==> config.mk <==
export PLATFORM = sky130hd
export DESIGN_NAME = riscv_lsu
export DESIGN_NICKNAME = d
export VERILOG_FILES = /design/src/rtl/riscv_lsu.sv
export SDC_FILE = /design/constraint.sdc
export NUM_CORES = 1
export LEC_CHECK = 0
export BUFFER_PORTS_ARGS = -buffer_cell sky130_fd_sc_hd__buf_2
export CAP_MARGIN = 25
export CORE_ASPECT_RATIO = 0.6
export CORE_UTILIZATION = 53
export CTS_BUF_LIST = sky130_fd_sc_hd__clkbuf_4
export CTS_CLUSTER_DIAMETER = 60
export CTS_CLUSTER_SIZE = 20
export DETAILED_ROUTE_END_ITERATION = 10
export GPL_TIMING_DRIVEN = 0
export MAX_ROUTING_LAYER = met4
export PLACE_DENSITY = 0.94
export SKIP_LAST_GASP = 1
export SLEW_MARGIN = 10
export SYNTH_ARGS = -nofsm -noshare
export SYNTH_HDL_FRONTEND = slang
export SYNTH_SLANG_ARGS = --single-unit
==> constraint.sdc <==
create_clock -name clk -period 2.48 [get_ports clk]
set_clock_uncertainty 0.15 [all_clocks]
set_input_delay 0.496 -clock clk [delete_from_list [all_inputs] [get_ports clk]]
set_output_delay 0.496 -clock clk [all_outputs]
set_load 0.02 [all_outputs]
==> src/rtl/riscv_lsu.sv <==
// RISC-V load/store unit: registers EX/MEM, issues one data-memory access at a time, formats loads for WB.
// Optional macro LSU_MISALIGN_TRAP_EN adds o_misalign and turns misaligned halfword/word accesses into traps.
module riscv_lsu #(
    parameter int NB_WORD = 32,
    parameter int NB_ADDR = 16
) (
    input  logic               clk,
    input  logic               rst,
    input  logic               i_valid,
    output logic               o_ready,
    input  logic               i_dmem_rd,
    input  logic               i_dmem_wr,
    input  logic [2:0]         i_funct3,
    input  logic [NB_WORD-1:0] i_addr,
    input  logic [NB_WORD-1:0] i_wdata,
    input  logic [4:0]         i_rd,
    input  logic               i_rf_wr,
    input  logic               i_wb_to_rf,
    output logic               o_mem_req,
    output logic               o_mem_we,
    output logic [NB_ADDR-1:0] o_mem_addr,
    output logic [3:0]         o_mem_be,
    output logic [NB_WORD-1:0] o_mem_wdata,
    input  logic               i_mem_ack,
    input  logic [NB_WORD-1:0] i_mem_rdata,
    output logic               o_wb_valid,
    output logic [4:0]         o_wb_rd,
    output logic               o_wb_rf_wr,
    output logic [NB_WORD-1:0] o_wb_data
`ifdef LSU_MISALIGN_TRAP_EN
    ,
    output logic               o_misalign
`endif
);

    typedef enum logic {IDLE = 1'b0, BUSY = 1'b1} state_t;

    state_t             state_r, state_nxt_s;
    logic [2:0]         funct3_r;
    logic [1:0]         lane_r;
    logic [4:0]         rd_r;
    logic               rf_wr_r;
    logic [NB_WORD-1:0] pass_r;
    logic               mem_op_s, is_store_s, reserved_s, trap_s, issue_s;
    logic               unused_s;

    function automatic logic [3:0] calc_be(input logic is_store, input logic [2:0] f3, input logic [1:0] a);
        logic [3:0] be;
        be = 4'b1111;
        if (is_store) begin
            case (f3[1:0])
                2'b00:   be = 4'b0001 << a;
                2'b01:   be = 4'b0011 << {a[1], 1'b0};
                default: be = 4'b1111;
            endcase
        end
        return be;
    endfunction

    function automatic logic [NB_WORD-1:0] store_data(input logic [2:0] f3, input logic [NB_WORD-1:0] wd);
        logic [NB_WORD-1:0] d;
        case (f3[1:0])
            2'b00:   d = {(NB_WORD/8){wd[7:0]}};
            2'b01:   d = {(NB_WORD/16){wd[15:0]}};
            default: d = wd;
        endcase
        return d;
    endfunction

    // Halfword lane uses only a[1], so a misaligned halfword is silently aligned.
    function automatic logic [NB_WORD-1:0] load_data(input logic [2:0] f3, input logic [1:0] a,
                                                     input logic [NB_WORD-1:0] rd);
        logic [7:0]         b;
        logic [15:0]        h;
        logic [NB_WORD-1:0] d;
        case (a)
            2'd0:    b = rd[7:0];
            2'd1:    b = rd[15:8];
            2'd2:    b = rd[23:16];
            default: b = rd[31:24];
        endcase
        h = a[1] ? rd[31:16] : rd[15:0];
        case (f3)
            3'b000:  d = {{(NB_WORD-8){b[7]}}, b};
            3'b001:  d = {{(NB_WORD-16){h[15]}}, h};
            3'b100:  d = {{(NB_WORD-8){1'b0}}, b};
            3'b101:  d = {{(NB_WORD-16){1'b0}}, h};
            default: d = rd;
        endcase
        return d;
    endfunction

    assign o_ready    = (state_r == IDLE);
    assign mem_op_s   = i_dmem_rd | i_dmem_wr;
    assign is_store_s = i_dmem_wr;
    assign reserved_s = is_store_s ? (i_funct3[2] | (i_funct3[1:0] == 2'b11))
                                   : ((i_funct3 == 3'b011) | (i_funct3[2:1] == 2'b11));
`ifdef LSU_MISALIGN_TRAP_EN
    assign trap_s = mem_op_s & ~reserved_s &
                    (((i_funct3[1:0] == 2'b01) & i_addr[0]) |
                     ((i_funct3[1:0] == 2'b10) & (i_addr[1:0] != 2'b00)));
`else
    assign trap_s = 1'b0;
`endif
    assign issue_s  = mem_op_s & ~reserved_s & ~trap_s;
    assign unused_s = i_wb_to_rf;

    // State register
    always_ff @(posedge clk) begin
        if (rst) begin
            state_r <= IDLE;
        end else begin
            state_r <= state_nxt_s;
        end
    end

    // Next-state logic
    always_comb begin
        state_nxt_s = state_r;
        case (state_r)
            IDLE: begin
                if (i_valid && issue_s) begin
                    state_nxt_s = BUSY;
                end else begin
                    state_nxt_s = IDLE;
                end
            end
            BUSY: begin
                if (i_mem_ack) begin
                    state_nxt_s = IDLE;
                end else begin
                    state_nxt_s = BUSY;
                end
            end
            default: state_nxt_s = IDLE;
        endcase
    end

    // Memory request, saved context and MEM/WB registers
    always_ff @(posedge clk) begin
        if (rst) begin
            o_mem_req   <= 1'b0;
            o_mem_we    <= 1'b0;
            o_mem_addr  <= {NB_ADDR{1'b0}};
            o_mem_be    <= 4'b0000;
            o_mem_wdata <= {NB_WORD{1'b0}};
            o_wb_valid  <= 1'b0;
            o_wb_rd     <= 5'd0;
            o_wb_rf_wr  <= 1'b0;
            o_wb_data   <= {NB_WORD{1'b0}};
            funct3_r    <= 3'd0;
            lane_r      <= 2'd0;
            rd_r        <= 5'd0;
            rf_wr_r     <= 1'b0;
            pass_r      <= {NB_WORD{1'b0}};
`ifdef LSU_MISALIGN_TRAP_EN
            o_misalign  <= 1'b0;
`endif
        end else begin
            o_wb_valid <= 1'b0;
`ifdef LSU_MISALIGN_TRAP_EN
            o_misalign <= 1'b0;
`endif
            case (state_r)
                IDLE: begin
                    if (i_valid && issue_s) begin
                        o_mem_req   <= 1'b1;
                        o_mem_we    <= is_store_s;
                        o_mem_addr  <= {i_addr[NB_ADDR-1:2], 2'b00};
                        o_mem_be    <= calc_be(is_store_s, i_funct3, i_addr[1:0]);
                        o_mem_wdata <= store_data(i_funct3, i_wdata);
                        funct3_r    <= i_funct3;
                        lane_r      <= i_addr[1:0];
                        rd_r        <= i_rd;
                        rf_wr_r     <= i_rf_wr;
                        pass_r      <= i_addr;
                    end else if (i_valid) begin
                        o_wb_valid <= 1'b1;
                        o_wb_data  <= i_addr;
                        o_wb_rd    <= i_rd;
                        o_wb_rf_wr <= i_rf_wr & ~mem_op_s;
`ifdef LSU_MISALIGN_TRAP_EN
                        o_misalign <= trap_s;
`endif
                    end
                end
                BUSY: begin
                    if (i_mem_ack) begin
                        o_mem_req  <= 1'b0;
                        o_wb_valid <= 1'b1;
                        o_wb_rd    <= rd_r;
                        if (o_mem_we) begin
                            o_wb_data  <= pass_r;
                            o_wb_rf_wr <= 1'b0;
                        end else begin
                            o_wb_data  <= load_data(funct3_r, lane_r, i_mem_rdata);
                            o_wb_rf_wr <= rf_wr_r;
                        end
                    end
                end
                default: o_mem_req <= 1'b0;
            endcase
        end
    end

endmodule

After elaboration in Yosys (flattened, before gate mapping)
Cells that the tools add are included.
- bitwise gates (word level): 8
- shifts and indexed selects: 2
- reduce and logical (&&, ||, !) cells: 7
- equal/unequal tests: 13
- multiplexer cells: 31
- operators with widths (cell ; number):
    $mux W32 ; 4
    $pmux W32 S2 ; 2
    $pmux W32 S4 ; 1
    $pmux W8 S3 ; 1
    $mux W16 ; 1
    $mux W5 ; 3
    $mux W1 ; 12
    $pmux W5 S2 ; 1
    $pmux W1 S2 ; 4
    $pmux W4 S2 ; 1
    $eq A2 B2 Y1 const B ; 3
    $eq A3 B3 Y1 const B ; 2
    $ne A2 B2 Y1 const B ; 3
    $eq A2 B1 Y1 const B ; 2
    $logic_not A2 Y1 ; 2
    $mux W4 ; 1
    $reduce_and A2 Y1 ; 2
    $shl A1 B2 Y4 const A ; 1
    $shl A2 B2 Y4 const A ; 1
    $eq A3 B1 Y1 const B ; 1
    $eq A3 B2 Y1 const B ; 1
    $logic_not A3 Y1 ; 1
    $not A1 Y1 ; 3
    $or A1 B1 Y1 ; 3
    other kinds (4) ; 5
- bits of input ports: 112
- register bits: 135
- logic and storage cells: 76

Depth between registers and ports, before layout
- depth in word-level cells: 8
- mapped depth: 7

Least setup slack after synthesis
No wires, ideal clock.
- path kind: input port to flip-flop
- from: in i_mem_rdata[23]
- to: reg o_wb_data[22]
- setup time: 0.134 ns
- path buffers: 1
- data required time: 2.196 ns
- data arrival time: 1.482 ns
- stages on the path: 4
- slack: 0.714 ns
- path through: mux4_2 buf_6 o31ai_1 a211oi_1
- longest elaborated chain between the ends: 5
- ends and longest elaborated chain (element ; RTL line ; source):
    from (decl) ; 25 ; input logic [NB_WORD-1:0] i_mem_rdata,
    $pmux W8 S3 ; 76 ; case (a)
    $pmux W32 S4 ; 83 ; case (f3)
    $mux W32 ; 192 ; if (o_mem_we) begin
    $mux W32 ; 188 ; if (i_mem_ack) begin
    $pmux W32 S2 ; 164 ; case (state_r)
    to (signal assigned) ; 179 ; o_wb_data <= i_addr;
    to (signal assigned) ; 193 ; o_wb_data <= pass_r;
    to (signal assigned) ; 196 ; o_wb_data <= load_data(funct3_r, lane_r, i_mem_rdata);
    to (decl) ; 29 ; output logic [NB_WORD-1:0] o_wb_data
No other way between the ends. The select of a mux whose other input is x is not followed.
A chain may end at the register's enable or synchronous reset.

Worst setup path after layout
- from: reg state_r
- to: reg o_wb_data[6]
- longest elaborated chain between the ends: 3
- ends and longest elaborated chain (element ; RTL line ; source):
    from (decl) ; 38 ; state_t state_r, state_nxt_s;
    from (signal assigned) ; 113 ; state_r <= state_nxt_s;
    $not A1 Y1 (no line) ; -- ;
    $ne A2 B2 Y1 (no line) ; -- ;
    $reduce_and A3 Y1 (no line) ; -- ;
    to (signal assigned) ; 150 ; o_wb_data <= {NB_WORD{1'b0}};
    to (signal assigned) ; 179 ;
    to (signal assigned) ; 193 ;
Several ways; a longest one is shown, not always the timed one.

==> impl_results.md <==
* Fillers at 999
* Die Ht at 85.9 µm
* TritonCTS Buffers at 17
* Crit-path leading delay family: simple AND/OR/NAND/NOR gates
* IO buf count at 201
* Core Rows at 30
* Drt via density at 5.97
* H-tree levels at 4
* Switching share of power at 33.0%
* I/O pin cnt at 206
* First-pass DRT Iterations at 5
* Clock tree buffer depth at 2
* Layout cell share with drive strength beyond 1 at 28.0%
* Grt ovf at 0
* Clk slew on worst S/H paths at 0.13 ns
* Area of the multi-input gates at 3330 µm²
* Core area at 11400 µm²
* CP max stage delay at 0.44 ns
* Final net count at 1121
* Top-count cell post-synth: nand2_1
* Max_slew headroom at 52.1%
* Critical Path AT at 2.59 ns
* Worst slew pin tran at 0.718 ns
* Slew Limit Fails at 0
* Initial antenna violation count at 2
* Drt drc at 0
* Area Overhead vs Synth at 24.9%
* Critical path startpoint category: flop
* Hold Crit Class: input port to flop
* Unique masters post-synth at 42
* Global Route Usage Sum at 37.0%
* Cells after Synth at 789
* DR WL/cell at 18.4 µm
* RSZ-0062 raised after global routing: false
* Area of placed instances at 7430 µm²
* EDFF count, synth at 0
* Post-synth top flop: dfxtp_1
* Clock root buffer master: clkbuf_4
* Hold_ws at 0.0231 ns
* TNS Setup at 0 ns
* Vias at 7071
* Seq. cell area at 2380 µm²
* Bufs and invs on worst path at 2
* Area leader, netlist: dfxtp_1
* CP max FO at 19
* Register area share after synthesis at 38.3%
* Combinational Power Share at 22.5%
* CTS tree: done
* Synthesis-stage register bit count at 119
* MaxCap Viol Count at 0
* Worst vdd ir at 0.000406 V
* Die width at 142 µm
* Largest net degree at the start of global routing at 20
* Die area at 12200 µm²
* Antenna Nets Post-Route at 0
* Clk sinks at 119
* Flop pwr share at 43.6%
* Worst-path cell chain: buf_2 -> nand2_1 -> nand2_1 -> clkbuf_2 -> o32ai_1
* Pint at 3.26 mW
* Post-route cell area at 7770 µm²
* Pwr dens at 626 nW/µm²
* Gpl congestion at 1.01
* Synth area leaders: dfxtp_1, nand2_1, a21oi_1
* Clock network power share at 33.9%
* Clock Latency Late Sink at 0.55 ns
* Async SR Flop Fraction at 0%
* Total routed wirelength at 21800 µm
* First-pass GRT wire length at 33300 µm
* Worst R2R Setup Slack at 0.16 ns
* Sw Pwr at 1.60 mW
* Initial Util at 54.7%
* Fin crit share at 93.4%
* Max Fclk at 432 MHz
* Initial DRC Count at 989
* Top-area cell type share of the netlist area at 38.3%
* Min Tclk post-route at 2.32 ns
* Cell mode on critical path: nand2_1
* Leak pwr at 3.36 nW
* Final setup vio count at 0
* DP Wirelength at 16500 µm
* Synth Warn # at 0
* CP Data Required Time at 2.75 ns
* Worst path slowest cell: nand2_1
* Final hold violation count at 0
* Critical path class: flop to flop
* Crit end category: flop
* Vias in the first global route at 6204
* Most frequent cells after synthesis: nand2_1, dfxtp_1, a21oi_1
* Avg Synthesized Cell Area at 7.89 µm²
* Mapped Area at 6220 µm²
* Run status: finished, final reports clean
[worst paths after layout]
kind / start / endpoint / cells after the start
worst max-delay path: state_r$_SDFF_PP0_ / o_wb_data[6]$_SDFFE_PP0P_ / 5
worst min-delay path: i_addr[19] / pass_r[19]$_SDFFE_PP0P_ / 3
worst max register to register: state_r$_SDFF_PP0_ / o_wb_data[6]$_SDFFE_PP0P_ / 5
worst min register to register: o_mem_wdata[0]$_SDFFE_PP0P_ / o_mem_wdata[0]$_SDFFE_PP0P_ / 2
[through the flow]
step                total power, mW  setup WS (ns)  util, %  instances
CTS                            4.83         0.0924     68.3       1182
detailed placement             3.22         0.0344     65.3       1151
global placement               3.20         0.0902     65.3       1151
floorplan                      2.81          0.714        -        790
global route                   5.04          0.100     68.3       1184
finish                         4.87          0.163     68.3       1184
[cell families (layout without fill, tap and decap cells)]
kind of cell,after synthesis,count (layout),share of synthesized area [%]
AO/OA/AOI/OAI,255,255,27.8
buffers and inverters,102,334,8.28
flip-flops,119,119,38.3
multiplexers,30,30,5.23
other,1,4,0.0603
AND/OR/NAND/NOR,282,282,20.4
[final cells by class]
cell class                 instances  share of cell area, %
timing repair buffer             201                   12.9
clock inverter                    14                   2.58
tap                              160                   2.58
buffer                            90                   6.09
antenna                            2                 0.0644
multi-input combinational        569                   42.8
inverter                          11                  0.531
sequential                       119                   30.7
clock buffer                      18                   1.74
[tightest hold or removal path: stages]
cell and delay, ns:
buf_2 0.10, nand2_1 0.05, a21oi_1 0.05
[power by group through the flow]
stage | sequential, mW | combinational (mW) | clock [mW]
after CTS | 2.12 | 1.07 | 1.65
after detailed placement | 2.16 | 1.06 | 0
final | 2.12 | 1.09 | 1.65
after global placement | 2.16 | 1.04 | 0
after global routing | 2.13 | 1.17 | 1.74
after floorplan | 2.27 | 0.538 | 0
[what timing repair did]
action,CTS,global route
pin swaps,0,0
hold buffers,0,0
setup buffers,0,0
endpoints found under the hold margin,0,0
resized for setup,0,4
endpoints found under the setup margin,1,11
[state kept, by name, summed over array words and instances, names as in the netlist, 3 cells and up]
| name | flops |
|---|---|
| rd_r | 5 |
| funct3_r | 3 |
| o_wb_data | 32 |
| o_mem_be | 4 |
| o_wb_rd | 5 |
| pass_r | 31 |
| o_mem_wdata | 32 |
[per-layer routing]
metal  track usage [%]  vias to the layer above  routed length [µm]
met5                 -                        -                   0
met4              11.4                        0                 439
met3              9.05                       51                2780
met2              51.5                      507                8940
met1              52.3                     3273                9660
li1                  -                     3240                   -
[cells in the final DEF (no fill, tap or decap), types with 18 or more instances in the layout]
master and count:
a211oi_1 30, a21oi_1 76, a311oi_1 19, buf_2 216
buf_4 26, clkbuf_1 43, clkbuf_4 18, dfxtp_1 119
mux2i_1 28, nand2_1 160, nand2b_1 37, nor2_1 25
nor3_1 35, o21ai_0 44
(Power assumes the default switching activity.)
